==> config.mk <==
export PLATFORM = sky130hd
export DESIGN_NAME = video_sync_normalizer
export DESIGN_NICKNAME = d
export VERILOG_FILES = /design/src/rtl/video_sync_normalizer.sv
export SDC_FILE = /design/constraint.sdc
export NUM_CORES = 1
export LEC_CHECK = 0
export ABC_AREA = 1
export CAP_MARGIN = 20
export CORE_MARGIN = 4
export CORE_UTILIZATION = 35
export DETAILED_ROUTE_END_ITERATION = 10
export SLEW_MARGIN = 20
export SYNTH_ARGS = -nofsm -noshare
export SYNTH_HDL_FRONTEND = slang
export SYNTH_SLANG_ARGS = --single-unit
==> constraint.sdc <==
create_clock -name iPCLK -period 5 [get_ports iPCLK]
set_clock_uncertainty 0.1 [all_clocks]
set_input_delay 1 -clock iPCLK [delete_from_list [all_inputs] [get_ports iPCLK]]
set_output_delay 1 -clock iPCLK [all_outputs]
set_load 0.02 [all_outputs]
==> src/rtl/video_sync_normalizer.sv <==
// video_sync_normalizer
//   Front-end conditioning ahead of the scanline stage. Learns the polarity of
//   raw HS/VS by comparing high vs low time between rising edges, emits
//   active-high HS/VS plus DE from blanking, and delays RGB/HS/VS/DE/CE by a
//   fixed 2 clocks so everything downstream stays coherent.
//
//   Optional feature macro: VIDEO_NORM_VSALIGN_EN
//     defined   : VS is re-timed so it only changes on a normalized-HS leading edge
//     undefined : VS is normalized and passed straight through the pipeline
//
// Ports
//   iPCLK    pixel clock (sole clock)
//   iRST_N   asynchronous active-low reset
//   iCE      core pixel clock enable
//   iRGB     core RGB {R,G,B}
//   iHS/iVS  core syncs, any polarity
//   iHBLANK/iVBLANK  active-high blanking
//   oRGB/oHS/oVS/oDE/oCE  2-clock delayed, HS/VS active-high
//   oHPOL/oVPOL  detected polarity, 1 = input is active-low
module video_sync_normalizer #(
    parameter int CNT_W = 12
) (
    input  logic        iPCLK,
    input  logic        iRST_N,
    input  logic        iCE,
    input  logic [23:0] iRGB,
    input  logic        iHS,
    input  logic        iVS,
    input  logic        iHBLANK,
    input  logic        iVBLANK,
    output logic [23:0] oRGB,
    output logic        oHS,
    output logic        oVS,
    output logic        oDE,
    output logic        oCE,
    output logic        oHPOL,
    output logic        oVPOL
);

    localparam logic [CNT_W-1:0] CNT_MAX = '1;

    typedef struct packed {
        logic [23:0] rgb;
        logic        hs;
        logic        vs;
        logic        de;
        logic        ce;
    } stage_t;

    logic             hsPrev, vsPrev;
    logic             hsRise, vsRise;
    logic [CNT_W-1:0] hhi, hlo, vhi, vlo;
    logic             hpol, vpol;
    logic             hsN, vsN, vsOut;
    stage_t           stg1, stg2;

    assign hsRise = iCE & iHS & ~hsPrev;
    assign vsRise = iCE & iVS & ~vsPrev;

    // Edge history only advances on enabled pixels, so idle clocks between
    // CE pulses can never fabricate an edge.
    always_ff @(posedge iPCLK or negedge iRST_N) begin
        if (!iRST_N) begin
            hsPrev <= 1'b0;
            vsPrev <= 1'b0;
        end else if (iCE) begin
            hsPrev <= iHS;
            vsPrev <= iVS;
        end
    end

    // Pixel-domain measurement: per line, is HS mostly high or mostly low?
    // A sync that sits high most of the line is an active-low pulse.
    always_ff @(posedge iPCLK or negedge iRST_N) begin
        if (!iRST_N) begin
            hhi  <= '0;
            hlo  <= '0;
            hpol <= 1'b0;
        end else if (hsRise) begin
            hpol <= (hhi > hlo);
            hhi  <= '0;
            hlo  <= '0;
        end else if (iCE) begin
            if (iHS) begin
                if (hhi != CNT_MAX) hhi <= hhi + 1'b1;
            end else begin
                if (hlo != CNT_MAX) hlo <= hlo + 1'b1;
            end
        end
    end

    // Line-domain measurement for VS, sampled once per raw HS rise. When both
    // edges land together the decision uses the counts as they stood and the
    // clear takes precedence over that line's increment.
    always_ff @(posedge iPCLK or negedge iRST_N) begin
        if (!iRST_N) begin
            vhi  <= '0;
            vlo  <= '0;
            vpol <= 1'b0;
        end else if (vsRise) begin
            vpol <= (vhi > vlo);
            vhi  <= '0;
            vlo  <= '0;
        end else if (hsRise) begin
            if (iVS) begin
                if (vhi != CNT_MAX) vhi <= vhi + 1'b1;
            end else begin
                if (vlo != CNT_MAX) vlo <= vlo + 1'b1;
            end
        end
    end

    assign hsN = iHS ^ hpol;
    assign vsN = iVS ^ vpol;

`ifdef VIDEO_NORM_VSALIGN_EN
    logic hsNPrev, vsAReg, hsNRise;

    assign hsNRise = iCE & hsN & ~hsNPrev;
    // Combinational select so the re-timed VS rides the same 2-clock pipe
    // as HS; the register only holds the value between HS leading edges.
    assign vsOut   = hsNRise ? vsN : vsAReg;

    always_ff @(posedge iPCLK or negedge iRST_N) begin
        if (!iRST_N) begin
            hsNPrev <= 1'b0;
            vsAReg  <= 1'b0;
        end else begin
            if (iCE) hsNPrev <= hsN;
            vsAReg <= vsOut;
        end
    end
`else
    assign vsOut = vsN;
`endif

    // Both stages clock every cycle (not CE-gated) so the CE phase relation
    // to the data is preserved downstream.
    always_ff @(posedge iPCLK or negedge iRST_N) begin
        if (!iRST_N) begin
            stg1 <= '0;
            stg2 <= '0;
        end else begin
            stg1 <= '{rgb: iRGB, hs: hsN, vs: vsOut,
                      de: ~(iHBLANK | iVBLANK), ce: iCE};
            stg2 <= stg1;
        end
    end

    assign oRGB  = stg2.rgb;
    assign oHS   = stg2.hs;
    assign oVS   = stg2.vs;
    assign oDE   = stg2.de;
    assign oCE   = stg2.ce;
    assign oHPOL = hpol;
    assign oVPOL = vpol;

endmodule

==> results.sh <==
export IMPL_path_max_fanout=12
export IMPL_crit_type="in2reg"
export IMPL_critPathTopFamily="simple AND/OR/NAND/NOR gates"
export IMPL_start_util_pct=36.1
export IMPL_synth_fp_nets=655
export IMPL_slew_headroom_pct=50.8
export IMPL_grt_max_degree=79
export IMPL_postSynthCellCount=596
export IMPL_powerDensity_mw_per_mm2=348
export IMPL_final_nets=718
export IMPL_cp_slowest_cell="clkdlybuf4s50_1"
export IMPL_reg2reg_depth=5
export IMPL_cts_buffer_depth=2
export IMPL_via_count=4095
export IMPL_finalSetupTns_ns=0
export IMPL_grt_pass1_wl_um=19000
export IMPL_cts_htree_levels=3
export IMPL_dp_slack_ns=1.77
export IMPL_slowest_delay_ns=0.62
export IMPL_arrival_ns=3.07
export IMPL_drc=0
export IMPL_hold_violations=0
export IMPL_hold_start="stg1[1]"
export IMPL_synth_ff_latch_count=108
export IMPL_drt_iter0_drc=238
export IMPL_ios=61
export IMPL_run_status="finished clean"
export IMPL_antenna_found_initial=0
export IMPL_start_kind="primary input"
export IMPL_worstPathRequired_ns=5.18
export IMPL_post_cts_resized=0
export IMPL_min_to="oDE"
export IMPL_cts_hold_buffers=0
export IMPL_ir_worst_vdd_mv=0.248
export IMPL_grt_pass1_vias=3951
export IMPL_fin_crit_sh_pct=57.8
export IMPL_fin_ws_ns=2.11
export IMPL_drive_gt1_share_pct=9.04
export IMPL_hpwl_um=8260
export IMPL_r2r_end="vhi[0]"
export IMPL_clk_latency_ns=0.36
export IMPL_yosys_area_share_simple_pct=26.9
export IMPL_power_uw=2210
export IMPL_finalSetupViolations=0
export IMPL_cp_depth=5
export IMPL_dieWidth_um=131
export IMPL_clk_pin_slew_worst_paths_ns=0.07
export IMPL_fmax_mhz=346
export IMPL_r2r_slack_ns=3.02
export IMPL_wire_per_inst_um=13.2
export IMPL_diodes=0
export IMPL_synthAdderAreaFrac_pct=6.63
export IMPL_avgSynthCellArea_sq_um=8.86
export IMPL_synth_top_family_by_area="simple AND/OR/NAND/NOR gates"
export IMPL_row_count=44
export IMPL_synthMuxAreaShare_pct=0
export IMPL_synth_compound_area_share_pct=7.46
export IMPL_core_area_sq_mm=0.0146
export IMPL_grtUsageTotal_pct=14.0
export IMPL_drt_wl_total_um=11200
export IMPL_die_y_um=131
export IMPL_first_pass_iters=4
export IMPL_drv_cap=0
export IMPL_numPortBuffers=60
export IMPL_die_area_sq_mm=0.0171
export IMPL_postRouteAntennaNets=0
export IMPL_cts_sinks=108
export IMPL_endpoint_kind="flip-flop"
export IMPL_crit_buf_inv=1
export IMPL_ys_warn_count=0
export IMPL_yosys_area_share_xor_xnor_pct=1.82
export IMPL_cts_buffers_inserted=9
export IMPL_cts_setup_buffers=0
export IMPL_grt_ovfl_total=0
export IMPL_seq_area_frac_synth_pct=51.2
export IMPL_viasPerCell=4.83
export IMPL_syn_cell_area_sq_mm=0.00528
export IMPL_timing_rr_start="vsPrev"
export IMPL_cellLeakagePower_uw=0.00294
export IMPL_worst_slew_pin_slew_ns=0.738
export IMPL_whs_path_depth=0
export IMPL_hold_path_class="reg2reg"
export IMPL_place_congestion=0.847
export IMPL_layout_area_overhead_vs_synth_pct=20.5
export IMPL_cts_root_buf="clkbuf_16"
export IMPL_rsz0062_at_grt="false"
export IMPL_cts_tree="done"
export IMPL_finalCriticalPeriod_ns=2.89
export IMPL_synth_distinct_cells=33
export IMPL_worstPathCellList="clkdlybuf4s50_1 -> nand3_1 -> nand4_1 -> nand3_2 -> o21ai_0"
export IMPL_drv_slew=0
==> cell usage in the layout (no fill, tap or decap), types with 2 or more instances in the layout <==
cell / synthesis / routed
inv_1: 61 / 61
nor2_2: 2 / 2
o21ai_2: 17 / 17
o21a_1: 2 / 2
o21bai_1: 6 / 6
clkdlybuf4s50_1: 0 / 59
nand3_1: 45 / 45
clkinv_8: 0 / 4
nor3_1: 2 / 2
nor2_4: 2 / 2
nand4_1: 26 / 26
xnor2_1: 2 / 2
nand2_2: 5 / 5
xor2_1: 9 / 9
clkbuf_16: 0 / 9
nor2_1: 53 / 53
ha_1: 28 / 28
dfrtp_1: 108 / 108
nand2_4: 3 / 3
o21ai_0: 17 / 17
nand3_2: 5 / 5
a21oi_1: 13 / 13
nand2_1: 171 / 171
==> area by class of cell <==
type                       instances  area [sq um]
fill                            1412          8280
sequential                       108          2700
multi-input combinational        415          2260
timing repair buffer              61           609
inverter                          64           244
tap                              184           230
clock buffer                       9           225
clock inverter                     7          93.8
==> logic make-up after synthesis <==
| group | Yosys count |
|---|---|
| compound gates | 59 |
| fa+ha+maj | 28 |
| xor+xnor | 11 |
| simple gates | 317 |
| buf+inv | 73 |
| flops | 108 |
==> flip-flops by register name, indices dropped and copies added (netlist names) <==
name	count
hlo	12
vhi	12
stg1	28
vsPrev	1
oHS	1
oVPOL	1
vlo	12
oRGB	24
hsPrev	1
oDE	1
oHPOL	1
hhi	12
oVS	1
oCE	1
==> worst max path at each step <==
stage / from / endpoint
CTS: iCE / vhi[0]
detailed placement: iCE / vhi[0]
floorplan: iHS / vhi[3]
global route: iCE / vhi[0]
global placement: iVS / vhi[0]
finish: iCE / vhi[0]
==> metrics by stage <==
| step | instance area [sq um] | hold slack (ns) | utilization (%) | instances |
|---|---|---|---|---|
| after floorplan | 5280 | 0.231 | - | 596 |
| after global placement | 6040 | 0.231 | 41.3 | 832 |
| after detailed placement | 6040 | 0.235 | 41.3 | 832 |
| after CTS | 6360 | 0.252 | 43.4 | 848 |
| after global routing | 6360 | 0.258 | 43.5 | 848 |
| final | 6360 | 0.251 | 43.5 | 848 |
==> synthesized netlist by cell type (all sizes together) <==
master / n / area, sq um
nor3: 3 / 26.3
a21oi: 14 / 73.8
xnor2: 2 / 17.5
or2: 1 / 6.26
inv: 63 / 239
o21ai: 35 / 239
nand3: 50 / 275
o22ai: 1 / 12.5
nand2: 179 / 707
nor2: 57 / 234
clkbuf: 1 / 3.75
xor2: 9 / 78.8
nand4: 26 / 163
dfrtp: 108 / 2700
clkinv: 1 / 5.00
a31o: 1 / 8.76
o21bai: 6 / 45.0
buf: 8 / 71.3
o21a: 2 / 15.0
nand3b: 1 / 7.51
ha: 28 / 350
==> layer usage <==
metal,part of all wire [%],GRT usage (%),vias to the layer above
met3,4.2,3.09,15
met5,0,0,-
met2,51,23.5,79
li1,-,-,2058
met4,1.7,5.32,0
met1,43,17.5,1943
==> where the power goes <==
group          total, uW  internal (uW)  switching, uW
registers           1050            962           86.4
clock network        725            361            364
logic                442            189            252
total               2210           1510            702
Power figures use the tool's default switching activity.
